--- src/rtl/ram_dp_arbiter_if.sv ---
// Bundle between the requester/RAM side and the dual-port RAM arbiter.
// The arbiter connects through the slave modport, the environment through master.
interface ram_dp_arbiter_if #(
  parameter int NUM_REQ = 4,
  parameter int WIDTH   = 32,
  parameter int WIDTHAD = 10
);
  // Handshake: requester i transfers in a cycle where req_valid[i] and
  // req_ready[i] are both high. Ready is never raised without valid, and a
  // requester keeps valid, write, addr and wdata stable until that cycle.
  logic [NUM_REQ-1:0]         req_valid;
  logic [NUM_REQ-1:0]         req_ready;
  logic [NUM_REQ-1:0]         req_write;
  logic [NUM_REQ*WIDTHAD-1:0] req_addr;
  logic [NUM_REQ*WIDTH-1:0]   req_wdata;
  logic [NUM_REQ-1:0]         rsp_valid;
  logic [NUM_REQ*WIDTH-1:0]   rsp_data;

  logic                       clken;
  logic [WIDTHAD-1:0]         address_a;
  logic [WIDTHAD-1:0]         address_b;
  logic                       read_en_a;
  logic                       read_en_b;
  logic                       write_en_a;
  logic                       write_en_b;
  logic [WIDTH-1:0]           write_data_a;
  logic [WIDTH-1:0]           write_data_b;
  logic [WIDTH-1:0]           read_data_a;
  logic [WIDTH-1:0]           read_data_b;

  modport slave (
    input  req_valid, req_write, req_addr, req_wdata, read_data_a, read_data_b,
    output req_ready, rsp_valid, rsp_data, clken,
    output address_a, address_b, read_en_a, read_en_b,
    output write_en_a, write_en_b, write_data_a, write_data_b
  );

  modport master (
    output req_valid, req_write, req_addr, req_wdata, read_data_a, read_data_b,
    input  req_ready, rsp_valid, rsp_data, clken,
    input  address_a, address_b, read_en_a, read_en_b,
    input  write_en_a, write_en_b, write_data_a, write_data_b
  );
endinterface

--- src/rtl/ram_dp_arbiter.sv ---
// Round-robin arbiter granting up to two requesters per cycle onto the two
// ports of a dual-port RAM, with per-port read-response tracking.
module ram_dp_arbiter #(
  parameter int NUM_REQ = 4,
  parameter int WIDTH   = 32,
  parameter int WIDTHAD = 10,
  parameter int LATENCY = 1
) (
  input  logic                         clk,
  input  logic                         reset,
  ram_dp_arbiter_if.slave              bus,
  output logic [$clog2(NUM_REQ)-1:0]   dbg_rr_ptr
);

  localparam int PW = $clog2(NUM_REQ);
  typedef logic [PW-1:0] idx_t;

  // Modular add on requester indices; base < NUM_REQ and off <= NUM_REQ.
  function automatic idx_t wrap_add(idx_t base, int unsigned off);
    logic [PW:0] sum;
    sum = {1'b0, base} + (PW+1)'(off);
    if (sum >= (PW+1)'(NUM_REQ)) sum = sum - (PW+1)'(NUM_REQ);
    return sum[PW-1:0];
  endfunction

  idx_t                         rr_ptr_q, rr_ptr_d;
  idx_t                         a_idx, b_idx;
  logic                         a_found, b_found;
  logic                         grant_a, grant_b, conflict;
  logic [WIDTHAD-1:0]           addr_a_c, addr_b_c;
  logic                         wr_a_c, wr_b_c;
  logic [WIDTH-1:0]             wd_a_c, wd_b_c;

  logic [LATENCY-1:0]           trk_a_vld_q, trk_a_vld_d;
  logic [LATENCY-1:0]           trk_b_vld_q, trk_b_vld_d;
  logic [LATENCY-1:0][PW-1:0]   trk_a_idx_q, trk_a_idx_d;
  logic [LATENCY-1:0][PW-1:0]   trk_b_idx_q, trk_b_idx_d;

  logic [NUM_REQ-1:0]           rsp_valid_c;
  logic [NUM_REQ*WIDTH-1:0]     rsp_data_q, rsp_data_d;

  // Port A takes the first valid requester from rr_ptr, port B the next one.
  always_comb begin
    a_found = 1'b0;
    b_found = 1'b0;
    a_idx   = '0;
    b_idx   = '0;
    for (int k = 0; k < NUM_REQ; k++) begin
      if (bus.req_valid[wrap_add(rr_ptr_q, k)]) begin
        if (!a_found) begin
          a_found = 1'b1;
          a_idx   = wrap_add(rr_ptr_q, k);
        end else if (!b_found) begin
          b_found = 1'b1;
          b_idx   = wrap_add(rr_ptr_q, k);
        end
      end
    end
  end

  // Same-address hazard with a write: B waits rather than taking a third requester.
  always_comb begin
    addr_a_c = bus.req_addr[a_idx*WIDTHAD +: WIDTHAD];
    addr_b_c = bus.req_addr[b_idx*WIDTHAD +: WIDTHAD];
    wr_a_c   = bus.req_write[a_idx];
    wr_b_c   = bus.req_write[b_idx];
    wd_a_c   = bus.req_wdata[a_idx*WIDTH +: WIDTH];
    wd_b_c   = bus.req_wdata[b_idx*WIDTH +: WIDTH];
    conflict = (addr_a_c == addr_b_c) && (wr_a_c || wr_b_c);
    grant_a  = a_found && !reset;
    grant_b  = b_found && !conflict && !reset;
  end

  always_comb begin
    bus.req_ready = '0;
    if (grant_a) bus.req_ready[a_idx] = 1'b1;
    if (grant_b) bus.req_ready[b_idx] = 1'b1;

    bus.clken        = 1'b1;
    bus.address_a    = grant_a ? addr_a_c : '0;
    bus.read_en_a    = grant_a && !wr_a_c;
    bus.write_en_a   = grant_a && wr_a_c;
    bus.write_data_a = grant_a ? wd_a_c : '0;
    bus.address_b    = grant_b ? addr_b_c : '0;
    bus.read_en_b    = grant_b && !wr_b_c;
    bus.write_en_b   = grant_b && wr_b_c;
    bus.write_data_b = grant_b ? wd_b_c : '0;
  end

  always_comb begin
    rr_ptr_d = rr_ptr_q;
    if (grant_a) rr_ptr_d = wrap_add(grant_b ? b_idx : a_idx, 1);
  end

  // Read tracking: stage 0 loads at the grant, the last stage lines up with RAM data.
  always_comb begin
    trk_a_vld_d    = trk_a_vld_q;
    trk_a_idx_d    = trk_a_idx_q;
    trk_b_vld_d    = trk_b_vld_q;
    trk_b_idx_d    = trk_b_idx_q;
    trk_a_vld_d[0] = grant_a && !wr_a_c;
    trk_a_idx_d[0] = a_idx;
    trk_b_vld_d[0] = grant_b && !wr_b_c;
    trk_b_idx_d[0] = b_idx;
    for (int s = 1; s < LATENCY; s++) begin
      trk_a_vld_d[s] = trk_a_vld_q[s-1];
      trk_a_idx_d[s] = trk_a_idx_q[s-1];
      trk_b_vld_d[s] = trk_b_vld_q[s-1];
      trk_b_idx_d[s] = trk_b_idx_q[s-1];
    end
  end

  // Response data bypasses straight from the RAM and is held afterwards.
  always_comb begin
    rsp_valid_c = '0;
    rsp_data_d  = rsp_data_q;
    if (trk_a_vld_q[LATENCY-1] && !reset) begin
      rsp_valid_c[trk_a_idx_q[LATENCY-1]] = 1'b1;
      rsp_data_d[trk_a_idx_q[LATENCY-1]*WIDTH +: WIDTH] = bus.read_data_a;
    end
    if (trk_b_vld_q[LATENCY-1] && !reset) begin
      rsp_valid_c[trk_b_idx_q[LATENCY-1]] = 1'b1;
      rsp_data_d[trk_b_idx_q[LATENCY-1]*WIDTH +: WIDTH] = bus.read_data_b;
    end
  end

  assign bus.rsp_valid = rsp_valid_c;
  assign bus.rsp_data  = rsp_data_d;
  assign dbg_rr_ptr    = rr_ptr_q;

  always_ff @(posedge clk) begin
    if (reset) begin
      rr_ptr_q    <= '0;
      trk_a_vld_q <= '0;
      trk_a_idx_q <= '0;
      trk_b_vld_q <= '0;
      trk_b_idx_q <= '0;
      rsp_data_q  <= '0;
    end else begin
      rr_ptr_q    <= rr_ptr_d;
      trk_a_vld_q <= trk_a_vld_d;
      trk_a_idx_q <= trk_a_idx_d;
      trk_b_vld_q <= trk_b_vld_d;
      trk_b_idx_q <= trk_b_idx_d;
      rsp_data_q  <= rsp_data_d;
    end
  end

endmodule

--- src/flat_wrapper.sv ---
// flat-port wrapper written by rule: the top's interface ports become plain ports
module ram_dp_arbiter_flat 
#(
  parameter int NUM_REQ = 4,
  parameter int WIDTH   = 32,
  parameter int WIDTHAD = 10,
  parameter int LATENCY = 1
)
  (clk, reset, dbg_rr_ptr, bus_req_valid, bus_req_write, bus_req_addr, bus_req_wdata, bus_read_data_a, bus_read_data_b, bus_req_ready, bus_rsp_valid, bus_rsp_data, bus_clken, bus_address_a, bus_address_b, bus_read_en_a, bus_read_en_b, bus_write_en_a, bus_write_en_b, bus_write_data_a, bus_write_data_b);
  ram_dp_arbiter_if #(.NUM_REQ(NUM_REQ), .WIDTH(WIDTH), .WIDTHAD(WIDTHAD)) bus_i ();
  input  logic clk;
  input  logic reset;
  output logic [$clog2(NUM_REQ)-1:0] dbg_rr_ptr;
  input wire logic [$bits(bus_i.req_valid)-1:0] bus_req_valid;
  input wire logic [$bits(bus_i.req_write)-1:0] bus_req_write;
  input wire logic [$bits(bus_i.req_addr)-1:0] bus_req_addr;
  input wire logic [$bits(bus_i.req_wdata)-1:0] bus_req_wdata;
  input wire logic [$bits(bus_i.read_data_a)-1:0] bus_read_data_a;
  input wire logic [$bits(bus_i.read_data_b)-1:0] bus_read_data_b;
  output wire logic [$bits(bus_i.req_ready)-1:0] bus_req_ready;
  output wire logic [$bits(bus_i.rsp_valid)-1:0] bus_rsp_valid;
  output wire logic [$bits(bus_i.rsp_data)-1:0] bus_rsp_data;
  output wire logic [$bits(bus_i.clken)-1:0] bus_clken;
  output wire logic [$bits(bus_i.address_a)-1:0] bus_address_a;
  output wire logic [$bits(bus_i.address_b)-1:0] bus_address_b;
  output wire logic [$bits(bus_i.read_en_a)-1:0] bus_read_en_a;
  output wire logic [$bits(bus_i.read_en_b)-1:0] bus_read_en_b;
  output wire logic [$bits(bus_i.write_en_a)-1:0] bus_write_en_a;
  output wire logic [$bits(bus_i.write_en_b)-1:0] bus_write_en_b;
  output wire logic [$bits(bus_i.write_data_a)-1:0] bus_write_data_a;
  output wire logic [$bits(bus_i.write_data_b)-1:0] bus_write_data_b;
  assign bus_i.req_valid = bus_req_valid;
  assign bus_i.req_write = bus_req_write;
  assign bus_i.req_addr = bus_req_addr;
  assign bus_i.req_wdata = bus_req_wdata;
  assign bus_i.read_data_a = bus_read_data_a;
  assign bus_i.read_data_b = bus_read_data_b;
  assign bus_req_ready = bus_i.req_ready;
  assign bus_rsp_valid = bus_i.rsp_valid;
  assign bus_rsp_data = bus_i.rsp_data;
  assign bus_clken = bus_i.clken;
  assign bus_address_a = bus_i.address_a;
  assign bus_address_b = bus_i.address_b;
  assign bus_read_en_a = bus_i.read_en_a;
  assign bus_read_en_b = bus_i.read_en_b;
  assign bus_write_en_a = bus_i.write_en_a;
  assign bus_write_en_b = bus_i.write_en_b;
  assign bus_write_data_a = bus_i.write_data_a;
  assign bus_write_data_b = bus_i.write_data_b;
  ram_dp_arbiter #(.NUM_REQ(NUM_REQ), .WIDTH(WIDTH), .WIDTHAD(WIDTHAD), .LATENCY(LATENCY)) u_core (.clk(clk), .reset(reset), .bus(bus_i), .dbg_rr_ptr(dbg_rr_ptr));
endmodule
--- config.mk ---
export PLATFORM = sky130hd
export DESIGN_NAME = ram_dp_arbiter_flat
export DESIGN_NICKNAME = d
export VERILOG_FILES = /design/src/rtl/ram_dp_arbiter_if.sv /design/src/rtl/ram_dp_arbiter.sv /design/src/flat_wrapper.sv
export SDC_FILE = /design/constraint.sdc
export NUM_CORES = 1
export LEC_CHECK = 0
export BUFFER_PORTS_ARGS = -buffer_cell sky130_fd_sc_hd__buf_2
export CORE_UTILIZATION = 30
export DETAILED_ROUTE_END_ITERATION = 8
export PLACE_DENSITY_LB_ADDON = 0.3
export SYNTH_ARGS = -nofsm -noshare
export SYNTH_HDL_FRONTEND = slang
export SYNTH_SLANG_ARGS = --single-unit
--- constraint.sdc ---
create_clock -name clk -period 8.5 [get_ports clk]
set_input_delay 1.7 -clock clk [delete_from_list [all_inputs] [get_ports clk]]
set_output_delay 1.7 -clock clk [all_outputs]
set_load 0.03 [all_outputs]
==> results of run 1 <==
state kept, by name (all words and copies together), names as in the netlist:
register            count
u_core.dbg_rr_ptr       2
u_core.trk_a_vld_q      1
u_core.rsp_data_q     128
u_core.trk_b_idx_q      2
u_core.trk_b_vld_q      1
u_core.trk_a_idx_q      2
how the worst max path moves through the flow:
stage | end | slack [ps] | cells past startpoint
after floorplan | bus_write_data_a[10] | 1690 | 14
after global placement | bus_address_b[1] | 1010 | 13
after detailed placement | bus_write_data_b[2] | 900 | 17
after CTS | bus_address_b[6] | 890 | 17
after global routing | bus_address_b[6] | 480 | 17
final | bus_address_b[6] | 860 | 17
report_power, final:
| part | switching [uW] | internal, uW | total [uW] |
|---|---|---|---|
| clock network | 318 | 469 | 787 |
| logic | 1970 | 1030 | 3000 |
| registers | 46.2 | 672 | 718 |
| total | 2340 | 2170 | 4510 |
metrics by stage:
stage / util, % / cell area (um2) / instances / setup slack [ps]
after floorplan: - / 10850 / 1468 / 1694
after global placement: 37.96 / 13500 / 2289 / 1014
after detailed placement: 37.96 / 13500 / 2289 / 895.4
after CTS: 39.69 / 14120 / 2320 / 887.9
after global routing: 39.72 / 14130 / 2324 / 475.2
final: 39.72 / 14130 / 2324 / 863.0
routing by layer:
layer  vias to the layer above  global-route usage, %  share of wire (%)
met4                         0                  11.87                3.8
met3                       103                  5.390                8.2
met5                         -                      0                  0
li1                       6003                      -                  -
met1                      6157                  29.31                 39
met2                       641                  45.03                 49
cells in the final DEF (no fill, tap or decap), types with 36 or more instances in the layout:
master / n
a211oi_1: 70
a22oi_1: 129
and2_1: 60
buf_2: 466
dfxtp_1: 136
mux2i_1: 90
nand2_1: 281
nor2_1: 36
nor2b_1: 136
o21ai_0: 139
kinds of logic after synthesis:
| logic type | after synthesis | share of synthesized area [%] |
|---|---|---|
| compound gates | 394 | 24.97 |
| xor+xnor | 13 | 1.049 |
| fa+ha+maj | 17 | 1.914 |
| buf+inv | 151 | 5.639 |
| flops | 136 | 25.09 |
| mux | 103 | 10.54 |
| other cells | 1 | 0.03456 |
| simple gates | 653 | 30.77 |
tightest hold or removal path: cells and delay by family (launching register included):
kind	cells	cell delay [ps]
compound gates	2	230
flops	1	310
simple gates	1	120
cell type report:
cell class	count	area, um2	share of cell area, %
Clock inverter	14	191.4	1.355
Sequential cell	136	2723	19.27
Inverter	12	45.04	0.3188
Clock buffer	17	425.4	3.011
Tap cell	461	576.8	4.083
Multi-Input combinational cell	1181	7576	53.63
Antenna cell	4	10.01	0.07085
Timing Repair Buffer	499	2580	18.26
==> results.md, run 1 <==
* Fill cells at 3765
* IO buf count at ~470
* Worst Tran Pin Value at 1134 ps
* CTS Buffer Depth at 2
* Number of hold buffers added after CTS at 0
* Crit Reg-Reg Endpoint: u_core.dbg_rr_ptr[0]
* Hold WC Path Type: flop to flop
* H-tree Lvls at 4
* Status: finished, final reports clean
* Die H at 192.2 um
* CTS root buffer: clkbuf_16
* First-pass GRT wire length at ~73000 um
* CTS clk-pin slew, worst paths at 60 ps
* DR iter-0 viols at 711
* DR WL/cell at 21.34 um
* Synthesized area per cell at about 7.4 um2
* Fin. Hold Viols at 0
* Postcts setup bufs at 0
* Largest net degree at the start of global routing at 84
* Initial core utilization at 30.51%
* Area leader, netlist: dfxtp_1
* Reg2Reg Depth at 11
* Final period util at approximately 90%
* Chip width at between 150 and 200 um
* Critical Path Source: bus_req_valid[2]
* Residual DRC at 0
* Syn Nets at 1725
* Critical path capture point type: output pin
* Via Count at between 10000 and 15000
* Crit start category: primary input
* Pwr Total at 4510 uW
* GR Overflow Total at 0
* Total core area at 35570 um2
* Hold endpoint: u_core.rsp_data_q[1]
* Slowest cell on the critical path: ha_1
* Critical path cell sequence: buf_2 > nor2b_1 > a21oi_1 > nand2_1 > o21ai_0 > inv_1 > ha_1 > nor2_1 > a221oi_4 > mux2i_1 > mux2i_1 > xnor2_1 > nand4_1 > o31a_2 > buf_4 > and2_1 > buf_2
* CTS tree: done
* Largest cells by area after synthesis: dfxtp_1 (25%), nand2_1 (9.7%), a22oi_1 (8.9%), mux2i_1 (8.3%), nor2b_1 (7.8%)
* # rows at 69
* Pre-antenna DRT Iters at 6
* CP Class: primary input to output pin
* Register bit count reported by yosys at approximately 140
* Max_cap viols at 0
* Hold depth at 3
* CP Data Required Time at 6800 ps
* Worst Hold Launch: u_core.rsp_data_q[1]
* Final min period at 7637 ps
* Fmax at 0.1309 GHz
* Layout cell share with drive strength beyond 1 at between 30% and 40%
* Yosys cell types at 73
* Synthesis-to-layout area growth at 30.20%
* Global router's overall resource usage at 25.57%
* Vias/cell at 5.552
* Largest delay share family, worst path: compound AO/OA/AOI/OAI gates
* GPL Wtd Cong at 0.9483
* DRT antenna net count at 0
* Most common cell in the netlist: nand2_1
* Initial antenna violation count at 4
* RSZ-0062 raised after global routing: no
* Setup TNS at 0 ps
* Leakage power at 0.006336 uW
* Seq/Total Area, Yosys at 25.09%
* Critical path arrival at 5940 ps
* Io pins at 469
* Post-detail-place hpwl at 35900 um
* Drt total wl at 49590 um
* Worst Path Buf+Inv at 4
* Netlist Area Pre-Place at roughly 11000 um2
* Setup-failing EPs final at 0
* Post-synth top cells: nand2_1 (281), o21ai_0 (139), dfxtp_1 (136), nor2b_1 (136), a22oi_1 (129)
* R2R setup slack at 3500 ps
* Synth top area share at 25.09%
* Ys flop type: dfxtp_1
* EDFF count, synth at 0
* Die area at 36930 um2
* YS warnings at 0
* Slew HR at 24.26%
* Max Fanout on Critical Path at 32
* Synth Instances at 1468
* Critical Path Max Stage Delay at around 620 ps
* Clk Latency, worst-skew pair at 420 ps
* Worst vdd ir at 0.0002522 V
* Fin. max-slew vios at 0
* Number of global-route vias before repair at between 10000 and 15000
* Hold Slack at 701.7 ps
* Clk sink count at 136
* Power Density at 319.2 nW/um2
* FFs w/ async S/R, synth at 0%
* Nets at 2104
* TritonCTS buffer count at 17
* Clock Skew at 15.78 ps
* Resized Gates After CTS at 0
* FF-to-FF Start: u_core.dbg_rr_ptr[0]
Power figures use the tool's default switching activity.
==> run 2: changes to the inputs <==
Settings changed: ABC_AREA from default to 1, SLEW_MARGIN from default to 20.
==> results.md, run 2 <==
* Global router's overall resource usage at ~29%
* CP Class: primary input to output pin
* FFs w/ async S/R, synth at 0%
* Clk Latency, worst-skew pair at 440 ps
* Initial antenna violation count at 10
* Area leader, netlist: dfxtp_1
* Max Fanout on Critical Path at 53
* Synth Instances at 1768
* Postcts setup bufs at 0
* DRT antenna net count at 0
* Metal2 WL at between 20000 and 30000 um
* Largest net degree at the start of global routing at 58
* Synthesized area per cell at 6.049 um2
* Residual DRC at 0
* Pre-antenna DRT Iters at 5
* Fin. max-slew vios at 0
* Power Density at 549.1 nW/um2
* CTS Buffer Depth at 2
* Die area at roughly 36000 um2
* Number of global-route vias before repair at approximately 13000
* RSZ-0062 raised after global routing: no
* GR Overflow Total at 0
* Synthesis-to-layout area growth at 30.20%
* Yosys cell types at 40
* Worst vdd ir at 0.0005904 V
* Hold Slack at 566.5 ps
* Vias/cell at roughly 5.5
* Worst Tran Pin Value at 1101 ps
* DR WL/cell at 20.91 um
* Critical path arrival at 5890 ps
* R2R setup slack at 3490 ps
* CTS clk-pin slew, worst paths at 60 ps
* Die H at 190.8 um
* Metal3 WL at a little under 5000 um
* Hold depth at 2
* Reg with most FFs: u_core.rsp_data_q
* Leakage power at 0.007569 uW
* Register bit count reported by yosys at 136
* Post-detail-place hpwl at between 40000 and 50000 um
* CTS tree: done
* Clk sink count at 136
* Syn Nets at 2025
* Highest-count cells in the layout ignoring fill and taps: buf_2 (466), nand2_1 (420), inv_1 (175)
* Setup TNS at 0 ps
* Area after detailed placement at 13280 um2
* Drt total wl at ~55000 um
* Crit start category: primary input
* Worst Setup Slack, final at 906.0 ps
* Fmax at 0.1317 GHz
* Initial core utilization at 30.73%
* Most common cell in the netlist: nand2_1
* Reg2Reg Depth at 27
* Synth top area share at about a quarter
* EDFF count, synth at 0
* Hold WC Path Type: flop to flop
* Slew HR at 26.39%
* Highest Signal Layer: met4
* H-tree Lvls at 4
* FF-to-FF Start: u_core.dbg_rr_ptr[0]
* Largest cells by area after synthesis: dfxtp_1 (25%), nand2_1 (15%), nand3_1 (6.6%), o22ai_1 (6.4%), inv_1 (6.2%)
* Mux cell area share after synthesis at less than 1%
* Post-synthesis xor/xnor area fraction at 0%
* Clock Skew at approximately 11 ps
* CP Data Required Time at 6800 ps
* Leading cell type in the layout, fill and taps excluded: buf_2
* Netlist Area Pre-Place at 10690 um2
* IO buf count at between 400 and 500
* Nets at 2403
* # rows at 68
* Ys flop type: dfxtp_1
* Synth Area in Adders at 1.755%
* Final min period at 7594 ps
* Hold endpoint: u_core.rsp_data_q[31]
* Io pins at 469
* Max FFs per register at 128
* Status: finished, final reports clean
* Pwr Total at 7645 uW
* Crit Reg-Reg Endpoint: u_core.dbg_rr_ptr[1]
* Resized Gates After CTS at 0
* YS warnings at 0
* Pre-CTS setup slack at just over 900 ps
* Final period util at 89.34%
* Number of hold buffers added after CTS at 0
* Max_cap viols at 0
* Design Area, Final at 13920 um2
* TritonCTS buffer count at 17
* Worst Hold Launch: u_core.rsp_data_q[31]
* DR iter-0 viols at 1310
* Setup-failing EPs final at 0
* Post-synth top cells: nand2_1 (421), inv_1 (176), nor2_1 (159)
* Seq/Total Area, Yosys at 25.46%
* CTS root buffer: clkbuf_16
* Fin. Hold Viols at 0
* Largest family of logic cells by synthesized area: simple AND/OR/NAND/NOR gates
* Critical path capture point type: output pin
* Chip width at between 150 and 200 um
* Total core area at between 30000 and 40000 um2
* Synth Area in Simple Gates at 34.39%
* Layout cell share with drive strength beyond 1 at a little over a quarter
* Post-synthesis compound-gate area fraction at 25.88%
* WL met1 at 22730 um
* GPL Wtd Cong at slightly above 0.9
* Via Count at 14510
* First-pass GRT wire length at 81340 um
==> run 2: changes by cell type in the layout (fill, tap and decap cells not counted), sizes merged, moves of 94 or more <==
| cell | before | now |
|---|---|---|
| nor2b | 136 | 0 |
| nand3 | 36 | 144 |
| nand2 | 281 | 439 |
| nor2 | 36 | 162 |
| a22oi | 129 | 35 |
| inv | 16 | 193 |
| o22ai | 2 | 110 |
==> run 2: area by class of cell <==
| cell class | instances | area [um2] |
|---|---|---|
| Antenna cell | 8 | 20.02 |
| Inverter | 190 | 713.2 |
| Fill cell | 3827 | 20880 |
| Tap cell | 455 | 569.3 |
| Sequential cell | 136 | 2723 |
| Clock inverter | 15 | 195.2 |
| Clock buffer | 17 | 425.4 |
| Multi-Input combinational cell | 1302 | 6698 |
| Timing Repair Buffer | 499 | 2580 |
==> run 2: worst max-delay path by stage <==
stage	end	slack, ps	start	cells past startpoint
CTS	bus_write_data_b[14]	910	bus_req_valid[0]	24
global route	bus_write_data_b[14]	520	bus_req_valid[0]	24
detailed placement	bus_write_data_b[14]	930	bus_req_valid[0]	24
global placement	bus_write_data_b[14]	990	bus_req_valid[2]	24
floorplan	bus_write_data_b[28]	2300	bus_req_valid[2]	25
finish	bus_write_data_b[14]	910	bus_req_valid[0]	24
==> run 2: cells by family (layout without fill, tap and decap cells) <==
kind of cell / after synthesis / count (layout)
adders and majority gates: 15 / 15
other: 1 / 9
buffers and inverters: 330 / 721
DFF: 136 / 136
AOI/OAI and AO/OA: 431 / 431
muxes: 3 / 3
and+or+nand+nor: 852 / 852
==> run 2: critical path: stages <==
cell and delay [ps]:
buf_2 110, inv_1 60, nand2_1 90, nand3_2 90, nand2_2 180, ha_1 180, inv_1 40, nor2_1 90
o21ai_0 80, nand2_1 90, inv_2 40, nand2_2 240, nand2_1 450, nand2_4 550, nor2_1 70, a21oi_1 130
nand2_1 90, and2_1 160, nor2_1 90, nor2_1 70, nand2_2 110, nand2_4 360, nor3_1 510, buf_2 280
==> run 2: routing by layer <==
metal / up-vias / track usage, %
met1: 6763 / 37.74
met4: 0 / 9.046
met3: 90 / 5.245
met5: - / 0
met2: 854 / 47.69
li1: 6798 / -
==> run 2: power breakdown <==
part           internal [uW]  switching [uW]  total [uW]
registers                709            46.9         756
logic                   1580            4510        6090
clock network            469             331         800
==> run 2: metrics by stage <==
step	cells	util, %
3_3_place_gp	2582	38.17
2_1_floorplan	1768	-
6_report	2622	40.01
5_1_grt	2621	40.00
4_1_cts	2614	39.95
3_5_place_dp	2582	38.17
==> run 3: changes to the inputs <==
--- a/config.mk
+++ b/config.mk
@@ -15,2 +15,3 @@
 export SYNTH_HDL_FRONTEND = slang
 export SYNTH_SLANG_ARGS = --single-unit
+export TNS_END_PERCENT = 50
==> constraint.sdc (replaced) <==
create_clock -name clk -period 8.5 [get_ports clk]
set_input_delay 0.425 -clock clk [delete_from_list [all_inputs] [get_ports clk]]
set_output_delay 0.425 -clock clk [all_outputs]
set_load 0.03 [all_outputs]
==> results.md, run 3 (same netlist as run 2, synthesis figures left out) <==
* Clk Latency, worst-skew pair at 430 ps
* Final core utilization at 39.72%
* Chip width at 190.8 um
* Max Fanout on Critical Path at 53
* Hold WC Path Type: primary input to flop
* Via Count at approximately 15000
* CTS Buffer Depth at 2
* CTS tree: done
* Highest-count cells in the layout ignoring fill and taps: buf_2 (466), nand2_1 (420), inv_1 (175)
* Placed insts at 2576
* Fill cells at 3825
* Crit Reg-Reg Endpoint: u_core.dbg_rr_ptr[1]
* Area after detailed placement at 13240 um2
* Hold Slack at 317.0 ps
* Clk sink count at 136
* Critical path capture point type: output pin
* Slew HR at 22.30%
* H-tree Lvls at 4
* Leakage power at 0.007531 uW
* IO buf count at 467
* Reg2Reg Depth at 25
* RSZ-0062 raised after global routing: no
* R2R setup slack at 2880 ps
* Total core area at 34800 um2
* Nets at 2397
* Status: finished, final reports clean
* Crit start category: flop
* Leading cell type in the layout, fill and taps excluded: buf_2
* Hold depth at 3
* Synthesis-to-layout area growth at 29.26%
* Residual DRC at 0
* CP Class: flop to output pin
* Worst Tran Pin Value at 1163 ps
* Initial core utilization at 30.73%
* Worst Hold Launch: bus_read_data_b[27]
* Post-Layout Cell Count at ~2600
* Postcts setup bufs at 0
* Clock Skew at 9.325 ps
* Fmax at about 0.15 GHz
* Initial antenna violation count at 7
* GPL Wtd Cong at 0.9207
* Global router's overall resource usage at between 20% and 30%
* TritonCTS buffer count at 17
* Vias/cell at between 5 and 6
* Max_cap viols at 0
* CTS root buffer: clkbuf_16
* Number of hold buffers added after CTS at 0
* DRT antenna net count at 0
* Critical path arrival at between 6000 and 7000 ps
* Design Area, Final at around 14000 um2
* Layout cell share with drive strength beyond 1 at between 20% and 30%
* Fin. max-slew vios at 0
* Post-detail-place hpwl at 39680 um
* Number of global-route vias before repair at about 13000
* Setup-failing EPs final at 0
* Io pins at 469
* Resized Gates After CTS at 0
* DR iter-0 viols at 1396
* Fin. Hold Viols at 0
* First-pass GRT wire length at 80560 um
* Worst vdd ir at 0.0004824 V
* Die area at between 30000 and 40000 um2
* CTS clk-pin slew, worst paths at 70 ps
* Setup TNS at 0 ps
* GR Overflow Total at 0
* Final min period at 6537 ps
* Reg with most FFs: u_core.rsp_data_q
* Power Density at 550.4 nW/um2
* FF-to-FF Start: u_core.dbg_rr_ptr[0]
* DR WL/cell at 20.78 um
* Pre-antenna DRT Iters at 5
* CP Data Required Time at 8080 ps
* Hold endpoint: u_core.rsp_data_q[27]
* Largest net degree at the start of global routing at 69
* Max FFs per register at 128
* Die H at 190.8 um
* # rows at 68
* Final period util at 76.91%
* Drt total wl at about 54000 um
run 3: cell count changes in the layout (fill, tap and decap cells not counted), moves of 3 or more:
| cell | before | now |
|---|---|---|
| bufinv_16 | 3 | 0 |
| diode_2 | 8 | 5 |
| inv_8 | 1 | 5 |
| inv_6 | 3 | 6 |
| buf_4 | 33 | 27 |
| clkinv_4 | 6 | 2 |
run 3: per-stage QoR:
step	total power (uW)	setup WS [ps]
floorplan	5074	4545
global placement	6780	2567
detailed placement	6789	2390
CTS	7544	1914
global route	8090	1522
finish	7608	1963
run 3: final cells by class:
class	instances	area, um2	share of cell area (%)
inverter	190	713.2	5.159
multi-input combinational	1302	6698	48.45
tap	455	569.3	4.118
antenna	5	12.51	0.09051
clock inverter	15	147.6	1.068
sequential	136	2723	19.70
timing repair buffer	493	2535	18.34
clock buffer	17	425.4	3.077
run 3: power by group:
group          total (uW)  internal (uW)  switching [uW]
combinational        6120           1560            4560
clock                 734            391             343
sequential            754            709            45.2
run 3: worst max-delay path by stage:
stage                                     from                   end  cells after the start
after floorplan           u_core.dbg_rr_ptr[0]  bus_write_data_b[28]                     25
after global placement    u_core.dbg_rr_ptr[0]  bus_write_data_b[14]                     25
after global routing      u_core.dbg_rr_ptr[0]  bus_write_data_b[14]                     25
final                     u_core.dbg_rr_ptr[0]  bus_write_data_b[14]                     25
after detailed placement  u_core.dbg_rr_ptr[0]  bus_write_data_b[14]                     25
after CTS                 u_core.dbg_rr_ptr[0]  bus_write_data_b[14]                     25
run 3: routing by layer:
| metal | up-vias | part of all wire, % | GRT usage, % |
|---|---|---|---|
| met3 | 107 | 8.3 | 4.325 |
| met2 | 812 | 47 | 47.10 |
| li1 | 6786 | - | - |
| met4 | 2 | 3.6 | 11.14 |
| met5 | - | 0.024 | 0 |
| met1 | 6858 | 41 | 37.34 |
run 3: worst max-delay path: stages, from the launching register on:
cell	delay, ps
dfxtp_1	670
inv_2	230
nand2_1	160
nand3_2	90
nand2_2	180
ha_1	180
inv_1	40
nor2_1	90
o21ai_0	80
nand2_1	90
inv_2	40
nand2_2	230
nand2_1	710
nand2_1	810
buf_4	400
nor2_1	70
nor2_1	110
nand2_1	80
nand2_1	70
nand2_1	50
nand2_1	60
nor2_2	40
nand2_2	110
nand2_4	340
nor3_1	440
buf_2	270
